$ cat src/rtl/imem_fetch_sequencer.sv
// Instruction fetch sequencer: owns the PC, drives the combinational-read imem and
// registers the returned word into the fetch stage with stall, redirect, halt and fault.
module imem_fetch_sequencer #(
   parameter logic [31:0] RESET_PC  = 32'd0,
   parameter int unsigned MEM_DEPTH = 11,
   parameter logic [31:0] EXIT_WORD = 32'hFFFF_FFFF
) (
   input  logic        Clk,
   input  logic        Rst_n,
   input  logic        Start,
   input  logic        Stall,
   input  logic        Redirect,
   input  logic [31:0] RedirectAddr,
   output logic [31:0] Addr,
   input  logic [31:0] InstrIn,
   output logic [31:0] InstrOut,
   output logic [31:0] InstrPC,
   output logic        InstrValid,
   output logic        Halted,
   output logic        Fault
);

   typedef enum logic [1:0] {S_IDLE, S_RUN, S_HALT, S_FAULT} state_e;

   state_e      state_q, state_d;
   logic [31:0] pc_q, pc_d;
   logic [31:0] instr_q, instr_d;
   logic [31:0] ipc_q, ipc_d;
   logic        vld_q, vld_d;
   logic        pc_oob;

   assign pc_oob = (pc_q >= 32'(MEM_DEPTH));

   always_ff @(posedge Clk or negedge Rst_n) begin
      if (!Rst_n) begin
         state_q <= S_IDLE;
         pc_q    <= RESET_PC;
         instr_q <= '0;
         ipc_q   <= '0;
         vld_q   <= 1'b0;
      end else begin
         state_q <= state_d;
         pc_q    <= pc_d;
         instr_q <= instr_d;
         ipc_q   <= ipc_d;
         vld_q   <= vld_d;
      end
   end

   always_comb begin
      state_d = state_q;
      pc_d    = pc_q;
      instr_d = instr_q;
      ipc_d   = ipc_q;
      vld_d   = vld_q;
      case (state_q)
         S_RUN: begin
            // Redirect squashes the in-flight word even when decode is stalled.
            if (Redirect) begin
               pc_d  = RedirectAddr;
               vld_d = 1'b0;
            end else if (Stall) begin
               pc_d = pc_q;
            end else if (pc_oob) begin
               state_d = S_FAULT;
               vld_d   = 1'b0;
            end else begin
               instr_d = InstrIn;
               ipc_d   = pc_q;
               vld_d   = 1'b1;
               if (InstrIn == EXIT_WORD) state_d = S_HALT;
               else                      pc_d    = pc_q + 32'd1;
            end
         end
         default: begin
            if (Start) begin
               state_d = S_RUN;
               pc_d    = RESET_PC;
               vld_d   = 1'b0;
            end else if (state_q == S_HALT && !Stall) begin
               // The exit word is presented to decode exactly once.
               vld_d = 1'b0;
            end
         end
      endcase
   end

   assign Addr       = pc_q;
   assign InstrOut   = instr_q;
   assign InstrPC    = ipc_q;
   assign InstrValid = vld_q;
   assign Halted     = (state_q == S_HALT);
   assign Fault      = (state_q == S_FAULT);

endmodule

$ cat config.mk
export PLATFORM = sky130hd
export DESIGN_NAME = imem_fetch_sequencer
export DESIGN_NICKNAME = d
export VERILOG_FILES = /design/src/rtl/imem_fetch_sequencer.sv
export SDC_FILE = /design/constraint.sdc
export NUM_CORES = 1
export LEC_CHECK = 0
export BUFFER_PORTS_ARGS = -buffer_cell sky130_fd_sc_hd__buf_2
export CAP_MARGIN = 20
export CORE_UTILIZATION = 39
export CTS_CLUSTER_SIZE = 8
export DETAILED_ROUTE_END_ITERATION = 10
export HOLD_SLACK_MARGIN = 0.1
export PLACE_DENSITY = 0.8
export SETUP_SLACK_MARGIN = 0.15
export SLEW_MARGIN = 0
export SYNTH_ARGS = -nofsm -noshare
export SYNTH_HDL_FRONTEND = slang
export SYNTH_SLANG_ARGS = --single-unit
$ cat constraint.sdc
create_clock -name Clk -period 2.1 [get_ports Clk]
set_clock_uncertainty 0.2 [all_clocks]
set_input_delay 0.315 -clock Clk [delete_from_list [all_inputs] [get_ports Clk]]
set_output_delay 0.315 -clock Clk [all_outputs]
set_load 0.02 [all_outputs]
# Word-level counts from Yosys, hierarchy flattened
# Cells that the tools add are included.
[op_classes]
n_mux = 18
add_sub_neg = 1
n_reduce_logical = 8
n_lt_le_gt_ge = 1
eq_ne = 10
bitwise_logic = 3
[op_table]
columns = ["operator", "count"]
rows = [
  ["$mux 32", 6],
  ["$add 32x1->32 const B", 1],
  ["$eq 32x32->1 const B", 1],
  ["$ge 32x4->1 const B", 1],
  ["$mux 2", 6],
  ["$ne 3x3->1 const B", 4],
  ["$reduce_and 4->1", 3],
  ["$mux 1", 6],
  ["$eq 2x2->1 const B", 2],
  ["$ne 2x2->1 const B", 2],
  ["$not 1->1", 3],
  ["$reduce_bool 3->1", 1],
  ["$eq 2x1->1 const B", 1],
  ["$reduce_and 2->1", 1],
  ["$reduce_bool 2->1", 1],
  ["$logic_and 1x1->1", 1],
  ["$logic_not 1->1", 1],
]
[word_totals]
output_inout_bits = 99
in_bits = 69
elab_cells = 46
ff_bits = 99

# Logic depth before layout (Yosys ltp)
# Gate-level depths: netlist of the first run.
[logic_depth]
word_depth = 6
ltp_mapped = 8
depth_no_buf = 6

# Worst setup path after synthesis of the first run
# No wires, ideal clock.
[synth_timing]
kind = "register to register"
start = "register pc_q[0] (netlist: Addr[0])"
end = "register ipc_q[2] (netlist: InstrPC[2])"
synth_period_minus_slack_ns = 2.351
n_path_buf = 2
slack_ns = -0.251
stages_incl_launch_ff = 9
arrival_time_ns = 2.023
t_required_ns = 1.772
path_cell_list = "dfrtp_1 > ha_1 > o21ai_0 > nand4_1 > or2_1 > nor3_2 > buf_6 > buf_12 > mux2_1"
[synth_between]
elab_chain_cells = 3
[synth_lines]
columns = ["element", "line", "source"]
rows = [
  ["from (decl)", "26", "logic [31:0] pc_q, pc_d;"],
  ["from (signal assigned)", "43", "pc_q <= pc_d;"],
  ["$ge 32x4->1", "32", "assign pc_oob = (pc_q >= 32'(MEM_DEPTH));"],
  ["$not 1->1 (no source line)", "--", ""],
  ["$reduce_and 4->1 (no source line)", "--", ""],
  ["to (signal assigned)", "45", "ipc_q <= ipc_d;"],
  ["to (decl)", "28", "logic [31:0] ipc_q, ipc_d;"],
]
# No other way between the ends.
# A chain may end at the register's enable or synchronous reset.

# Final worst setup path of the first run
[layout_timing]
start = "register pc_q[24] (netlist: Addr[24])"
end = "register instr_q[29] (netlist: InstrOut[29])"
[layout_between]
elab_chain_cells = 3
[layout_lines]
columns = ["element", "line", "source"]
rows = [
  ["$ge 32x4->1", "32", ""],
  ["$not 1->1 (no source line)", "--", ""],
  ["$reduce_and 4->1 (no source line)", "--", ""],
  ["to (signal assigned)", "44", "instr_q <= instr_d;"],
  ["to (decl)", "27", "logic [31:0] instr_q, instr_d;"],
]
# No other way between the ends.

==> flow_summary.yaml, run 1 <==
run_status:
  status: "finished with violations"
  violations: "negative setup slack"
detailed_routing:
  viasPerCell: 4.991
  vias: 3499
  drt-pass1-iter-count: 4
  drt_iter0_drc: 105
  drt-total-wl_mm: 12.07
  drc: 0
  final_antenna_net_count: 0
  post_drt_wl_per_cell_um: 17.21
yosys:
  synth_nets: 352
  async_reset_ff_share_pct: 100.0
  synth_top_family_by_area: "simple AND/OR/NAND/NOR gates"
  synth_cells: 282
  synth_xor_xnor_area_share_pct: 0
  synth-seq-cells: 99
  synth.distinct_cells: 37
  yosysWarnings: 0
  synth_simple_gate_area_share_pct: 11.80
  synth_compound_area_share_pct: 9.929
  syn_area_um2: 3881
  synth_edf_count: 0
  synth-adder-area-share_pct: 0.3224
  seq_area_frac_synth_pct: 63.83
  synthMuxAreaShare_pct: 10.70
  avgSynthCellArea_um2: 13.76
  synth_flop_cell: "dfrtp_1"
layout:
  n_antenna_cell: 0
  final_common_cell: "buf_2"
  syn_to_final_growth_pct: 63.99
  final_cell_mix: "buf_2 (166), dfrtp_1 (97), dlygate4sd3_1 (61)"
  final_nets: 634
  layout-drive-gt1-share_pct: 50.18
  final_area_um2: 6365
  final_util_pct: 65.42
place:
  port-buffer-count: 167
  routabilityCongestion: 0.8370
  place_area_um2: 5155
  dp_hpwl_mm: 7.248
die:
  rows: 36
  core_area_um2: 9729
  io_pins: 168
  die_area_um2: 10360
  fp.dieH_um: 101.8
  die_x_um: 101.8
  start_util_pct: 39.89
cts:
  cts_tree: "yes"
  clk_latency_ns: 0.35
  htreeDepth: 3
  cts.path.max_buffers: 2
  cts-root-buf: "clkbuf_8"
  numCtsBuffers: 9
  cts.sinks: 99
  clkTransAtPathRegs_ns: 0.09
critical_path:
  rr_endpoint: "InstrOut[29]"
  start_kind: "flip-flop"
  required_ns: 2.14
  reg2reg_slack_ns: -0.28
  startpoint: "Addr[24]"
  ff2ff_path_depth: 8
  crit_fanout: 10
  worstSetupPathType: "flip-flop to flip-flop"
  rr_startpoint: "Addr[24]"
  end_kind: "flip-flop"
  arrival_ns: 2.41
sta:
  fin_ws_ns: -0.2751
  hold_viol_final: 0
  post-route-period-util_pct: 113.1
  maxSlewHeadroom_pct: 64.22
  min_period_ns: 2.375
  rsz0062_at_grt: "yes"
  tightest_slew_ns: 0.5318
  final_max_slew_viol_count: 0
  setup_tns_ns: -14.83
  max_clock_freq_ghz: 0.4210
  finalSetupViolCount: 72
pwr:
  netSwitchingPower_mw: 1.246
  vdd_drop_max_v: 0.0004253
  pwr-share-comb_pct: 22.7
  powerDensity_nw_per_um2: 671.8
  swShare_pct: 29.15
  total_power_mw: 4.276
  power.internal_mw: 3.029
  share_seq_of_total_power_pct: 49.3
  clock_power_share_pct: 28.0
  p_leak_nw: 3.415
min_path:
  holdPathEnd: "Addr[7]"
  hold_path_depth: 4
  min_path_type: "input pin to flip-flop"
  min_from: "RedirectAddr[7]"
grt:
  grt_max_degree: 42
  grt_pass1_wl_mm: 17.76
  overflow: 0
  antenna_found_initial: 0
  grt_pass1_vias: 3553
  grtUsageTotal_pct: 23.03
flow_run:
  max-cap-violations: 0
worst max-delay path, cell delays in order, from the launching register on:
cell and delay (ns):
dfrtp_1 0.41, nor4_1 0.30, buf_4 0.16, nand4_1 0.11
or2_4 0.27, nor3_4 0.16, buf_6 0.16, buf_12 0.14
mux2_1 0.33
synthesized netlist by cell type (2+ instances only):
cell type | count | area, um2
dfrtp_1 | 99 | 2477
mux2_1 | 30 | 337.8
a22o_1 | 28 | 245.2
nor2b_1 | 28 | 175.2
nand4_1 | 13 | 81.33
nor4_1 | 10 | 62.56
clkbuf_1 | 7 | 26.28
nand2_1 | 7 | 26.28
a21oi_1 | 6 | 30.03
mux2_2 | 6 | 67.56
nor2_1 | 5 | 18.77
buf_2 | 4 | 20.02
inv_1 | 4 | 15.01
nand3_1 | 4 | 20.02
buf_12 | 3 | 60.06
a211oi_1 | 2 | 15.01
a21o_1 | 2 | 15.01
a32o_1 | 2 | 20.02
and3_1 | 2 | 12.51
nor3_1 | 2 | 10.01
o21ai_0 | 2 | 10.01
worst max-delay path by stage:
stage	endpoint	cells after the start
floorplan	InstrPC[2]	8
detailed placement	InstrOut[24]	7
finish	InstrOut[29]	8
CTS	InstrOut[26]	8
global placement	InstrOut[1]	7
global route	InstrOut[30]	8
flip-flops by register name (all words and copies together), names as in the netlist:
register / cells
InstrOut: 32
InstrPC: 32
state_q: 2
Addr: 32
InstrValid: 1
kinds of logic (layout without fill, tap and decap cells):
family,Yosys count,count (layout)
mux,37,37
simple gates,78,78
buf+inv,19,305
fa+ha+maj,1,1
flops,99,99
compound gates,48,48
power groups by stage:
stage | sequential [mW] | combinational (mW) | clock [mW]
after floorplan | 2.29 | 0.211 | 0
after global placement | 2.12 | 0.828 | 0
after detailed placement | 2.13 | 0.846 | 0
after CTS | 2.09 | 0.944 | 1.24
after global routing | 2.12 | 1.04 | 1.31
final | 2.11 | 0.972 | 1.20
metrics by stage:
stage | cells | setup WS [ns] | hold WS (ns)
detailed placement | 612 | -0.3561 | 0.1043
floorplan | 282 | -0.1702 | -0.1806
global route | 701 | -0.3703 | 0.1186
CTS | 693 | -0.2293 | -0.0007323
global placement | 612 | -0.3447 | 0.09593
finish | 701 | -0.2751 | 0.1213
layer usage:
layer  global-route usage, %  part of all wire, %  vias to the layer above
li1                        -                    -                     1594
met1                   27.44                   41                     1735
met2                   39.71                   51                      149
met3                   6.763                  5.7                       21
met4                   7.915                  1.6                        0
met5                       0                    0                        -
final cells by class:
cell class                      count  area (um2)
Sequential cell                    99        2480
Clock buffer                        9       123.9
Multi-Input combinational cell    164        1454
Fill cell                         724        3364
Clock inverter                      6       66.31
Inverter                            4       15.01
Timing Repair Buffer              286        2059
Tap cell                          133       166.4
repair_timing:
item,in CTS,in global routing
pin swaps,4,1
gates cloned,3,3
gates resized for setup,17,31
endpoints found under the setup margin,81,81
buffers inserted,3,4
hold endpoints to repair,93,1
hold buffers,60,1
Power figures use the tool's default switching activity.
==> run 2: changes to the inputs <==
Settings changed: CELL_PAD_IN_SITES_DETAIL_PLACEMENT set to 0, CELL_PAD_IN_SITES_GLOBAL_PLACEMENT set to 2, CORE_ASPECT_RATIO set to 1.5, CORE_UTILIZATION 39 to 27, PLACE_DENSITY 0.8 to 0.86.
==> run 2 against run 1 <==
  * The flow still finishes with violations (negative setup slack)
  * Fmax grew 0.68%
  * Global-route usage shrank 6.4 points
  * Routed wire length grew 3.7%
  * Non-clock buffer count grew 11
  * Core utilization shrank 16 points
  * Die area grew 44%
  * Register-to-register slack gained 0.02 ns
  * Cell area grew 8.0%
  * Sequential power is essentially flat
  * Sequential cell count is the same
  * Worst setup slack gained 0.016 ns
  * Worst hold slack gained 0.0074 ns
  * Critical endpoint is now InstrOut[26]
  * Largest cell class unchanged
  * Largest power group unchanged
  * Highest routed layer unchanged
==> flow_summary.yaml, run 2 (same netlist as run 1, synthesis figures left out) <==
run_status:
  status: "finished with violations"
  violations: "negative setup slack"
sta:
  rsz0062_at_grt: "yes"
  setup_tns_ns: -13.82
  final_max_slew_viol_count: 0
  maxSlewHeadroom_pct: 64.48
  fin_ws_ns: -0.2591
  max_clock_freq_ghz: 0.4239
  finalSetupViolCount: 80
  tightest_slew_ns: 0.5327
  post-route-period-util_pct: 112.3
  min_period_ns: 2.359
  timing.hold.ws_ns: 0.1286
  hold_viol_final: 0
layout:
  final_cells: 772
  syn_to_final_growth_pct: 77.05
  n_antenna_cell: 0
  final_common_cell: "buf_2"
  layout-drive-gt1-share_pct: 55.00
  final_cell_mix: "buf_2 (166), dfrtp_1 (97), dlygate4sd3_1 (61)"
  nFillCells: 1250
  final_nets: 645
  final_area_um2: 6872
  final_util_pct: 49.11
critical_path:
  required_ns: 2.12
  end_kind: "flip-flop"
  crit_fanout: 8
  arrival_ns: 2.38
  start_kind: "flip-flop"
  worstSetupPathType: "flip-flop to flip-flop"
place:
  place_area_um2: 5275
  place_inst: 675
  routabilityCongestion: 0.8331
  port-buffer-count: 167
  dp_hpwl_mm: 7.984
  dp_slack_ns: -0.3707
die:
  fp.dieH_um: 148.8
  core_area_um2: 13990
  die_x_um: 99.90
  start_util_pct: 27.74
  io_pins: 168
  die_area_um2: 14870
  rows: 53
cts:
  clkTransAtPathRegs_ns: 0.07
  cts.sinks: 99
  clk_latency_ns: 0.34
  cts_tree: "yes"
  htreeDepth: 3
  cts.path.max_buffers: 2
  cts-root-buf: "clkbuf_16"
  numCtsBuffers: 9
detailed_routing:
  final_antenna_net_count: 0
  drt-total-wl_mm: 12.52
  viasPerCell: 4.552
  drt-pass1-iter-count: 4
  vias: 3514
  post_drt_wl_per_cell_um: 16.22
  drt_iter0_drc: 129
  drc: 0
pwr:
  p_leak_nw: 3.554
  powerDensity_nw_per_um2: 691.7
  vdd_drop_max_v: 0.0003782
  total_power_mw: 4.753
flow_run:
  max-cap-violations: 0
min_path:
  min_path_type: "input pin to flip-flop"
grt:
  grt_pass1_vias: 3771
  grt_max_degree: 100
  grt_pass1_wl_mm: 19.00
  overflow: 0
  grtUsageTotal_pct: 16.67
  antenna_found_initial: 0
## run 2: power breakdown
part / switching, mW / internal (mW)
clock: 0.721 / 0.927
sequential: 0.0885 / 2.02
combinational: 0.511 / 0.490
## run 2: layout make-up
class	count	area [um2]	area share, %
Tap cell	192	240.2	3.496
Sequential cell	99	2480	36.09
Clock buffer	10	229.0	3.332
Timing Repair Buffer	297	2238	32.57
Clock inverter	6	65.06	0.9468
Multi-Input combinational cell	164	1604	23.34
Inverter	4	15.01	0.2185
## run 2: routing by layer
layer	track usage, %	share of wire, %	up-vias
li1	-	-	1622
met1	19.16	40	1768
met2	30.17	54	106
met3	2.624	3.4	18
met4	7.353	2.4	0
met5	0	0	-
## run 2: worst paths after layout
check                            startpoint            to  slack, ns  depth (start not counted)
min in group asynchronous             Rst_n  InstrOut[17]       0.38                          3
max                                 Addr[1]  InstrOut[26]      -0.26                          8
min reg2reg                      InstrValid    InstrValid       0.28                          1
max reg2reg                         Addr[1]  InstrOut[26]      -0.26                          8
min                        RedirectAddr[26]      Addr[26]       0.13                          3
max in group asynchronous             Rst_n       Addr[0]       0.89                          3
## run 2: worst max-delay path, cell delays in order (launching register included)
cell and delay, ns:
dfrtp_2 0.42, ha_4 0.17, o21ai_4 0.13, nand4_1 0.15, or2_4 0.30, nor3_4 0.25
buf_6 0.18, buf_16 0.14, mux2_4 0.30
## run 2: timing repair
action,CTS,global route
endpoints found under the setup margin,81,81
setup buffers,8,3
hold endpoints to repair,158,2
gates cloned,4,5
hold buffers,59,2
pin swaps,6,12
gates resized for setup,45,39
